==> src/rtl/segment_pkg.sv <==
// segment_pkg: shared segment word definitions for the segment queue and its consumer
//   SEGMENT_READ_BYTES : bytes per segment word
//   SEGMENT_DEPTH      : default FIFO depth
//   segment_word_t     : little-endian segment word
package segment_pkg;
   localparam int SEGMENT_READ_BYTES = 4;
   localparam int SEGMENT_DEPTH = 16;
   typedef logic [8*SEGMENT_READ_BYTES-1:0] segment_word_t;
endpackage

==> src/rtl/segment_queue_fifo.sv <==
// segment_fifo: Depth x Width register-array FIFO with head read and level count
//   clk, rst_n : clock, async active-low reset (clears pointers, count and memory)
//   flush      : sync clear of pointers and count, wins over push/pop
//   push/wdata : write wdata at tail when not full
//   pop        : advance head when not empty
//   rdata      : head word (mem[rd_ptr])
//   empty/full : from registered count
//   count      : registered entry count 0..Depth
module segment_fifo
   import segment_pkg::*;
#(
   parameter int Depth = SEGMENT_DEPTH,
   parameter int Width = $bits(segment_word_t),
   localparam int PtrBits = $clog2(Depth),
   localparam int LevelBits = PtrBits + 1
) (
   input  logic                 clk,
   input  logic                 rst_n,
   input  logic                 flush,
   input  logic                 push,
   input  logic [Width-1:0]     wdata,
   input  logic                 pop,
   output logic [Width-1:0]     rdata,
   output logic                 empty,
   output logic                 full,
   output logic [LevelBits-1:0] count
);
   logic [Width-1:0] mem_q [Depth];
   logic [Width-1:0] mem_d [Depth];
   logic [PtrBits-1:0] rd_q, rd_d, wr_q, wr_d;
   logic [LevelBits-1:0] cnt_q, cnt_d;
   logic push_ok, pop_ok;
   assign empty = cnt_q == '0;
   assign full = cnt_q == LevelBits'(Depth);
   assign push_ok = push & ~full;
   assign pop_ok = pop & ~empty;
   assign rdata = mem_q[rd_q];
   assign count = cnt_q;
   always_comb begin
      mem_d = mem_q;
      if (push_ok && !flush) mem_d[wr_q] = wdata;
      wr_d = flush ? '0 : wr_q + PtrBits'(push_ok);
      rd_d = flush ? '0 : rd_q + PtrBits'(pop_ok);
      cnt_d = flush ? '0 : cnt_q + LevelBits'(push_ok) - LevelBits'(pop_ok);
   end
   always_ff @(posedge clk or negedge rst_n) begin
      if (!rst_n) begin
         for (int i = 0; i < Depth; i++) mem_q[i] <= '0;
         rd_q <= '0;
         wr_q <= '0;
         cnt_q <= '0;
      end else begin
         mem_q <= mem_d;
         rd_q <= rd_d;
         wr_q <= wr_d;
         cnt_q <= cnt_d;
      end
   end
endmodule

==> src/rtl/segment_queue.sv <==
// segment_queue: assembles a host byte stream into little-endian segment words and queues them
//   clk, rst_n      : clock, async active-low reset
//   flush           : sync clear of FIFO, assembler and underflow flag
//   in_valid/in_ready/in_byte : byte stream, first byte -> word bits [7:0]
//   data_available  : FIFO non-empty, data holds head word
//   data_request    : one-cycle pop pulse from consumer
//   data            : head word
//   underflow       : sticky, pop seen while empty
//   level           : entry count, present only with SEGMENT_QUEUE_LEVEL_EN
module segment_queue
   import segment_pkg::*;
#(
   parameter int ReadBytes = SEGMENT_READ_BYTES,
   parameter int Depth = SEGMENT_DEPTH,
   localparam int LevelBits = $clog2(Depth) + 1
) (
   input  logic                   clk,
   input  logic                   rst_n,
   input  logic                   flush,
   input  logic                   in_valid,
   output logic                   in_ready,
   input  logic [7:0]             in_byte,
   output logic                   data_available,
   input  logic                   data_request,
   output logic [8*ReadBytes-1:0] data,
   output logic                   underflow
`ifdef SEGMENT_QUEUE_LEVEL_EN
   ,
   output logic [LevelBits-1:0]   level
`endif
);
   localparam int IdxBits = $clog2(ReadBytes);
   localparam logic [IdxBits-1:0] Last = IdxBits'(ReadBytes - 1);
   logic [IdxBits-1:0] idx_q, idx_d;
   logic [8*(ReadBytes-1)-1:0] hold_q, hold_d;
   logic underflow_q, underflow_d;
   logic accept, push, empty, full, last;
   logic [LevelBits-1:0] count;
   assign last = idx_q == Last;
   // registered full only: a pop in the same cycle does not reopen the input
   assign in_ready = ~last | ~full;
   assign accept = in_valid & in_ready;
   assign push = accept & last;
   assign data_available = ~empty;
   assign underflow = underflow_q;
`ifdef SEGMENT_QUEUE_LEVEL_EN
   assign level = count;
`endif
   segment_fifo #(.Depth(Depth), .Width(8*ReadBytes)) u_fifo (
      .clk   (clk),
      .rst_n (rst_n),
      .flush (flush),
      .push  (push),
      .wdata ({in_byte, hold_q}),
      .pop   (data_request),
      .rdata (data),
      .empty (empty),
      .full  (full),
      .count (count)
   );
   always_comb begin
      hold_d = hold_q;
      if (flush) hold_d = '0;
      else if (accept && !last) hold_d[idx_q*8 +: 8] = in_byte;
      idx_d = flush ? '0 : accept ? (last ? '0 : idx_q + 1'b1) : idx_q;
      underflow_d = flush ? 1'b0 : underflow_q | (data_request & empty);
   end
   always_ff @(posedge clk or negedge rst_n) begin
      if (!rst_n) begin
         idx_q <= '0;
         hold_q <= '0;
         underflow_q <= 1'b0;
      end else begin
         idx_q <= idx_d;
         hold_q <= hold_d;
         underflow_q <= underflow_d;
      end
   end
endmodule
==> config.mk <==
export PLATFORM = sky130hd
export DESIGN_NAME = segment_queue
export DESIGN_NICKNAME = d
export VERILOG_FILES = /design/src/rtl/segment_pkg.sv /design/src/rtl/segment_queue_fifo.sv /design/src/rtl/segment_queue.sv
export SDC_FILE = /design/constraint.sdc
export NUM_CORES = 1
export LEC_CHECK = 0
export ABC_AREA = 1
export CELL_PAD_IN_SITES_DETAIL_PLACEMENT = 0
export CELL_PAD_IN_SITES_GLOBAL_PLACEMENT = 2
export CORE_ASPECT_RATIO = 1.1
export CORE_MARGIN = 3
export CORE_UTILIZATION = 40
export DETAILED_ROUTE_END_ITERATION = 10
export PLACE_DENSITY = 0.95
export SLEW_MARGIN = 10
export SYNTH_ARGS = -nofsm -noshare
export SYNTH_HDL_FRONTEND = slang
export SYNTH_SLANG_ARGS = --single-unit
==> constraint.sdc <==
create_clock -name clk -period 4.69 [get_ports clk]
set_input_delay 0.7035 -clock clk [delete_from_list [all_inputs] [get_ports clk]]
set_output_delay 0.7035 -clock clk [all_outputs]
set_load 0.02 [all_outputs]
==> metrics.yaml <==
status: "finished, final reports clean"
drt-pass1-iter-count: 6
p_clk_share_pct: 37.1
diodes: 0
drt_wl_total_mm: 92.4
tns_ns: 0
ctsHoldBuffers: 0
drc: 0
cts_setup_buffers: 0
core-area_um2: 68200
tritoncts: "yes"
synthCells: 3868
top_layer_used: "met4"
crit_top_cell: "nand3_1"
ctsResizeCount: 0
ios: 48
arrival_ns: 3.56
start_util_pct: 40.7
multi_input_area_um2: 11000
io_buffers: 47
grt_first_pass_wirelength_mm: 143
routedLengthMet1_mm: 40.6
cp_slowest_cell: "dfrtp_4"
synth.distinct_cells: 33
die_h_um: 282
syn_avg_cell_area_um2: 7.17
p_comb_share_pct: 24.9
viasPerCell: 5.02
grt_pass1_vias: 23287
path_clk_slew_ns: 0.06
setup_viol: 0
drive_gt1_share_pct: 5.17
clockBufferDepth: 3
fmax_mhz: 235
globalplace.congestion: 0.789
root_buffer: "clkbuf_16"
clock_sinks: 552
rsz0062_at_grt: "no"
place_area_um2: 28900
area_delta_synth_final_pct: 11.4
finalCritPeriodShare_pct: 90.9
netlist_area_um2: 27700
intPower_mw: 8.65
finalMaxSlewViolations: 0
p_sw_share_pct: 33.5
crit_chain: "buf_4, nand3_1, nand3_1, nand3_1, nand2_1, clkdlybuf4s50_1"
p_switching_mw: 4.35
track_usage_pct: 25.7
critPathRequiredTime_ns: 3.99
slew_headroom_pct: 17.6
drtIter0Drc: 2300
fp.dieW_um: 257
path_max_fanout: 49
utilization_pct: 45.3
synth_edf_count: 0
via_count: 23923
cap_violations: 0
hpwl_mm: 51.3
period_minus_slack_ns: 4.26
endpoint_kind: "output pin"
grt-ovfl-total: 0
cts_buffers: 60
clk_latency_ns: 0.62
grt_max_degree: 115
peakVddDrop_mv: 0.278
pwr-share-seq_pct: 38.0
slowest_delay_ns: 0.90
powerDensity_nw_per_um2: 421
design_area_um2: 30900
fillers: 7030
htree_levels: 2
yosys_warnings: 0
dieArea_um2: 72500
dr_wl_met3_mm: 6.12
p_leak_nw: 16.1
yosysSeqAreaShare_pct: 49.8
wire_per_inst_um: 19.4
async_flop_share_pct: 100
final_hold_viol_count: 0
antenna_found_initial: 0
critical_path_class: "reg -> out"
yosys_most_used_dff: "dfrtp_1"
cp-start-kind: "flop"
tightest_slew_ns: 1.23
holdCritPathClass: "in -> async"
fin_nets: 3827
ant_nets: 0
synth.net_count: 3896
ys_ff_latch: 552
num_rows: 100
power_mw: 13.0
wl_met2_mm: 43.1
seqCellArea_um2: 13800
worst_clock_skew_ns: 0.0172
==> cell usage in the layout, fill, tap and decap left out, types with 13 or more instances in the layout <==
cell             Yosys  layout
nand2_1           1925    1925
nand3_1            391     391
dfrtp_1            552     548
clkdlybuf4s50_1      0      46
ha_1                14      14
o21ai_0            171     171
buf_4               20      50
inv_1              453     452
clkbuf_16            0      61
buf_12               0      15
clkinv_2             0      13
clkbuf_8             0      14
clkbuf_1            98      17
nor2_1              40      40
==> metrics by stage <==
step / std cells / hold WS (ns) / setup WS, ns
after floorplan: 3868 / 0.408 / 2.22
after global placement: 4655 / 0.462 / 1.05
after detailed placement: 4655 / 0.465 / 1.06
after CTS: 4765 / 0.220 / 0.384
after global routing: 4765 / 0.233 / 0.293
final: 4765 / 0.154 / 0.428
==> power groups by stage <==
stage               clock (mW)  combinational (mW)  sequential (mW)
floorplan                    0                2.11             4.94
global placement             0                3.27             5.03
detailed placement           0                3.27             5.03
CTS                       4.92                3.28             4.94
global route              5.12                3.60             4.95
finish                    4.83                3.24             4.94
==> state kept, by name, summed over array words and instances (netlist names) <==
name          cells
u_fifo.mem_q    512
hold_q           24
u_fifo.count      5
u_fifo.rd_q       4
u_fifo.wr_q       4
idx_q             2
underflow         1
==> worst paths after layout <==
check	start	end	depth (start not counted)	slack (ns)
min	rst_n	u_fifo.mem_q[51]	1	0.15
max in group asynchronous	rst_n	u_fifo.rd_q[0]	2	3.43
max reg2reg	idx_q[0]	u_fifo.mem_q[483]	8	1.65
max	u_fifo.rd_q[1]	data[13]	6	0.43
min in group clk	u_fifo.mem_q[486]	u_fifo.mem_q[486]	2	0.48
min reg2reg	u_fifo.mem_q[486]	u_fifo.mem_q[486]	2	0.48
==> Yosys cell counts (8+ instances only) <==
cell type,count,share of area [%]
nand4_2,14,0.63
buf_4,20,0.54
nand3_1,391,7.1
nor2_1,40,0.54
nor2_4,9,0.37
o21ai_0,171,3.1
o22ai_1,10,0.23
a21oi_1,8,0.14
inv_1,453,6.1
dfrtp_1,552,50
nand4_1,9,0.20
buf_1,21,0.28
buf_2,91,1.6
buf_6,13,0.53
nand2_1,1925,26
clkbuf_1,98,1.3
ha_1,14,0.63
==> final cells by class <==
type	count	area share, %
Clock buffer	92	5.77
Timing Repair Buffer	112	3.73
Inverter	458	5.62
Multi-Input combinational cell	2615	35.7
Clock inverter	18	0.640
Sequential cell	552	44.8
Tap cell	918	3.72
==> cells by family (layout without fill, tap and decap cells) <==
group	Yosys count	in the layout	share of synthesized area, %
AND/OR/NAND/NOR	2399	2399	35.2
buffers and inverters	701	680	10.5
flip-flops	552	552	49.8
AO/OA/AOI/OAI	199	199	3.66
adder cells (fa/ha/maj)	15	15	0.704
XOR/XNOR	2	2	0.0632
==> metal layers <==
| metal | GRT usage, % | vias up |
|---|---|---|
| li1 | - | 11557 |
| met1 | 35.0 | 11470 |
| met2 | 42.7 | 734 |
| met3 | 3.98 | 162 |
| met4 | 7.11 | 0 |
| met5 | 0 | - |
==> worst max-delay path: cells and delay by family (launching register included) <==
family        cells  cell delay, ns
simple gates      4            0.63
buf+inv           2            1.35
flops             1            0.90
No activity file was read; power rests on OpenSTA's default activity.
